`src/rtl/sequence_detector_pkg.sv`:
```
`default_nettype none
// ============================================================================
// Module      : sequence_detector_pkg
// Description : State encoding, passcodes and next-state helper for the
//               serial passcode detector.
// Revision    : 1.0 - initial release
// ============================================================================
package sequence_detector_pkg;

    // Each state names the longest stream suffix that is a prefix of a passcode.
    typedef enum logic [2:0] {
        S_E     = 3'd0,
        S_0     = 3'd1,
        S_01    = 3'd2,
        S_010   = 3'd3,
        S_1     = 3'd4,
        S_10    = 3'd5,
        S_100   = 3'd6,
        S_MATCH = 3'd7
    } state_t;

    localparam logic [3:0] PASS_A = 4'b0101;
    localparam logic [3:0] PASS_B = 4'b1001;

    function automatic state_t nextState(input state_t cur, input logic bitIn);
        state_t nxt;
        nxt = S_E;
        case (cur)
            S_E:     nxt = bitIn ? S_1     : S_0;
            S_0:     nxt = bitIn ? S_01    : S_0;
            S_01:    nxt = bitIn ? S_1     : S_010;
            S_010:   nxt = bitIn ? S_MATCH : S_100;
            S_1:     nxt = bitIn ? S_1     : S_10;
            S_10:    nxt = bitIn ? S_01    : S_100;
            S_100:   nxt = bitIn ? S_MATCH : S_0;
            // Both passcodes end in "01", so a match resumes from that suffix.
            S_MATCH: nxt = bitIn ? S_1     : S_010;
            default: nxt = S_E;
        endcase
        return nxt;
    endfunction

endpackage
`default_nettype wire

```
`src/rtl/sequence_detector.sv`:
```
`default_nettype none
// ============================================================================
// Module      : sequence_detector
// Description : Moore FSM pulsing detectOut for one cycle whenever the last
//               four serial bits equal 0101 or 1001 (overlaps allowed).
// Revision    : 1.0 - initial release
// ============================================================================
module sequence_detector
    import sequence_detector_pkg::*;
(
    input  logic clk,
    input  logic asyncReset,
    input  logic dataIn,
    output logic detectOut
);

    state_t r_state;
    state_t w_nextState;
    logic   r_detect;

    always_comb begin
        w_nextState = nextState(r_state, dataIn);
    end

    // The output flop is loaded from the decoded next state so it always
    // equals (r_state == S_MATCH) without a combinational path to the port.
    always_ff @(posedge clk or posedge asyncReset) begin
        if (asyncReset) begin
            r_state  <= S_E;
            r_detect <= 1'b0;
        end else begin
            r_state  <= w_nextState;
            r_detect <= (w_nextState == S_MATCH);
        end
    end

    assign detectOut = r_detect;

endmodule
`default_nettype wire

```
`config.mk`:
```
export PLATFORM = sky130hd
export DESIGN_NAME = sequence_detector
export DESIGN_NICKNAME = d
export VERILOG_FILES = /design/src/rtl/sequence_detector_pkg.sv /design/src/rtl/sequence_detector.sv
export SDC_FILE = /design/constraint.sdc
export NUM_CORES = 1
export LEC_CHECK = 0
export CORE_AREA = 2 2 39 41
export CTS_BUF_LIST = sky130_fd_sc_hd__clkbuf_8
export DETAILED_ROUTE_END_ITERATION = 7
export DIE_AREA = 0 0 41 43
export PLACE_DENSITY = 0.33
export SYNTH_ARGS = -nofsm -noshare
export SYNTH_HDL_FRONTEND = slang
export SYNTH_SLANG_ARGS = --single-unit
```
`constraint.sdc`:
```
create_clock -name clk -period 2.9 [get_ports clk]
set_input_delay 0.29 -clock clk [delete_from_list [all_inputs] [get_ports clk]]
set_output_delay 0.29 -clock clk [all_outputs]
set_load 0.02 [all_outputs]
```
==> metrics.md <==
| Metric | Value |
|---|---|
| Static leakage | `0.000125 uW` |
| CTS sink cnt | `4` |
| Unique masters post-synth | `14` |
| TritonCTS clock tree | `built` |
| Net count reported at finish | `34` |
| Number of buffers inserted for hold repair after clock tree synthesis | `0` |
| Number of fill cells | `145` |
| Clock latency on the worst-skew pair | `0.21 ns` |
| Largest clock skew in the final design | `0.00132 ns` |
| Setup Fix Bufs, Post-CTS | `0` |
| List of cells traversed by the critical path | `clkdlybuf4s50_1` |
| Area of the mapped netlist | `215 sq um` |
| Slowest CP cell | `sky130_fd_sc_hd__clkdlybuf4s50_1` |
| Count of routing violations after the opening detailed-route iteration | `2` |
| CORE AREA | `1380 sq um` |
| Max-cap violations | `0` |
| Clock tree buffer depth | `2` |
| Hold Fails Final Rpt | `0` |
| IO Count | `4` |
| Total CTS buffers | `3` |
| Count of input and output buffers | `3` |
| Count of mapped cells out of synthesis | `24` |
| Worst hold path type | `input port to async pin` |
| Maximum number of pins on one net before global-route repair | `8` |
| Commonest non-fill, non-tap cells in the layout | `4 x sky130_fd_sc_hd__dfrtp_1, 3 x sky130_fd_sc_hd__nand2_1, 3 x sky130_fd_sc_hd__nor2_1, 3 x sky130_fd_sc_hd__clkbuf_8, 3 x sky130_fd_sc_hd__clkdlybuf4s50_1` |
| Final instance area | `299 sq um` |
| Crit path capture type | `primary output` |
| DP Wirelength | `289 um` |
| Cell family contributing the most delay on the critical path | `buffers and inverters` |
| GR Util met1 | `7.19%` |
| Maximum VDD drop | `0.244 mV` |
| Number of H-tree levels | `1` |
| Count of warnings emitted by yosys | `0` |
| Global routing met2 resource utilization | `5.31%` |
| Area share of and/or/nand/nor cells after synthesis | `25.6%` |
| Area delta synth->final | `39.0%` |
| Initial DRT Pass Iterations | `3` |
| Proportion of netlist area held by the largest area contributor | `46.5%` |
| Vias after detailed routing | `175` |
| Time the worst path needs with I/O delays and setup | `1.41 ns` |
| Final global-route overflow total | `0` |
| Number of rows created at floorplan | `14` |
| Cell area after placement | `258 sq um` |
| Top cells by area, synth | `sky130_fd_sc_hd__dfrtp_1 47%, sky130_fd_sc_hd__xnor2_1 8.1%, sky130_fd_sc_hd__nand2b_1 5.8%` |
| Worst slew pin tran | `0.264 ns` |
| Max frequency | `708 MHz` |
| Avg Cell Area, Syn | `8.97 sq um` |
| Relative slew slack | `82.4%` |
| Number of nets in the synthesized netlist | `27` |
| Setup TNS | `0 ns` |
| Routability congestion estimate from global placement | `0.681` |
| Post-route clock period utilization | `48.7%` |
| Final-report max-slew violation count | `0` |
| First-pass GRT wire length | `565 um` |
| Part of the power in the clock network | `33.3%` |
| Layer with the highest usage after global routing | `met1` |
| Count of endpoints failing setup in the final report | `0` |
| Total number of cells along the worst setup path | `1` |
| Post-synthesis cell type with the largest combined area | `sky130_fd_sc_hd__dfrtp_1` |
| Diodes inserted | `0` |
| Starting density of the core | `15.6%` |
| Total power divided by cell area | `1150 nW/um^2` |
| Number of nets still failing antenna checks after routing | `0` |
| Share of cells above drive strength 1 | `17.2%` |
| Leading cell type in the layout, fill and taps excluded | `sky130_fd_sc_hd__dfrtp_1` |
| Worst reg2reg path depth | `3` |
| Overall Global Routing Usage | `5.45%` |
| Status | `complete, no violations` |
| Critical Setup Path Class | `flip-flop to primary output` |
| Share of synthesized area occupied by flip-flops and latches | `46.5%` |
| Psw | `113 uW` |
| Data arrival time of the worst path | `1.12 ns` |
| Horiz. Die Dim | `41 um` |
| Switching power share of the total | `32.7%` |
| CP required | `2.61 ns` |
| Wire length reported by the detailed router | `361 um` |
| Global-route met3 utilization | `3.14%` |
| Number of buffers and inverters on the critical path | `1` |
| Flops & latches, synth | `4` |
| Die outline area | `1760 sq um` |
| Share of cell area taken by muxes after synthesis | `0%` |
| Maximum fanout along the worst path | `1` |
| Main combinational cell family by area after synthesis | `simple AND/OR/NAND/NOR gates` |
| Final standard cell utilization of the core | `21.6%` |
| Initial antenna violation count | `0` |
| Post-synthesis share of cell area spent on xor and xnor gates | `8.14%` |
| Delay contributed by the slowest stage of the critical path | `0.60 ns` |
| Internal power | `232 uW` |
| Y dimension of the die | `43 um` |
| Routed wirelength normalized by instance count | `8.02 um` |
| Number of global-route vias before repair | `143` |
| Setup repair after global routing missed its margin | `false` |
| PostCTS Resize Cnt | `0` |
| Power share of the combinational group | `30.5%` |
| Remaining DRCs | `0` |
| Sequential power share | `36.2%` |
| Fraction of the mapped netlist area in adder cells | `0%` |
| Clock-pin slew on the worst setup and hold paths | `0.03 ns` |
| Fraction of the mapped netlist area in compound gates | `14.5%` |
| Kind of launch point of the worst setup path | `flip-flop` |
| DR vias/cell | `3.89` |
| Cell at the root of the clock tree | `sky130_fd_sc_hd__clkbuf_8` |
## final cells by class
type / count / area (sq um) / area share, %
sequential: 4 / 100 / 33.5
multi-input combinational: 18 / 104 / 34.7
clock buffer: 3 / 41.3 / 13.8
timing repair buffer: 3 / 30.0 / 10.0
inverter: 1 / 3.75 / 1.26
tap: 16 / 20.0 / 6.69
## cells in the mapped netlist
cell type                  count
sky130_fd_sc_hd__dfrtp_1       4
sky130_fd_sc_hd__nand2_1       3
sky130_fd_sc_hd__nor2_1        3
sky130_fd_sc_hd__nand2b_1      2
sky130_fd_sc_hd__o21ai_0       2
sky130_fd_sc_hd__xnor2_1       2
sky130_fd_sc_hd__a21oi_1       1
sky130_fd_sc_hd__a22oi_1       1
sky130_fd_sc_hd__a311oi_1      1
sky130_fd_sc_hd__buf_4         1
sky130_fd_sc_hd__inv_1         1
sky130_fd_sc_hd__nand3_1       1
sky130_fd_sc_hd__nor2b_2       1
sky130_fd_sc_hd__or2_2         1
## worst paths after layout
| path | start | end | slack [ns] |
|---|---|---|---|
| setup reg to reg | r_state[1]$_DFF_PP0_ | r_state[1]$_DFF_PP0_ | 1.83 |
| hold reg to reg | r_state[0]$_DFF_PP0_ | r_state[0]$_DFF_PP0_ | 0.58 |
| min in group clk | r_state[0]$_DFF_PP0_ | r_state[0]$_DFF_PP0_ | 0.58 |
| max in group asynchronous | asyncReset | r_state[2]$_DFF_PP0_ | 2.50 |
| hold / removal | asyncReset | detectOut$_DFF_PP0_ | 0.26 |
| setup / recovery | detectOut$_DFF_PP0_ | detectOut | 1.49 |
## stage by stage
step,cells,power (uW),hold WS [ns],setup WS [ns]
final,45,344,0.259,1.49
after global routing,45,368,0.281,1.47
after CTS,45,350,0.262,1.47
after detailed placement,42,232,0.483,1.48
after global placement,42,230,0.483,1.49
after floorplan,24,208,0.0561,1.91
## state kept, by name (all words and copies together), names as in the netlist
register	cells
r_state	3
detectOut	1
## cell families (layout without fill, tap and decap cells)
group,count (synthesis),count (layout)
flops,4,4
simple gates,11,11
compound gates,5,5
xor+xnor,2,2
buf+inv,2,7
## power groups by stage
| stage | Combinational, uW | Sequential [uW] | Clock, uW |
|---|---|---|---|
| floorplan | 98.0 | 110 | 0 |
| global placement | 105 | 125 | 0 |
| detailed placement | 107 | 126 | 0 |
| CTS | 107 | 125 | 118 |
| global route | 116 | 131 | 121 |
| finish | 105 | 124 | 115 |
## per-layer routing
layer	part of all wire [%]	up-vias	wire (um)
met5	0	-	0
met4	4.4	0	16
met3	0.55	2	2
met2	42	3	153
met1	52	79	189
li1	-	91	-
Power figures use the tool's default switching activity.
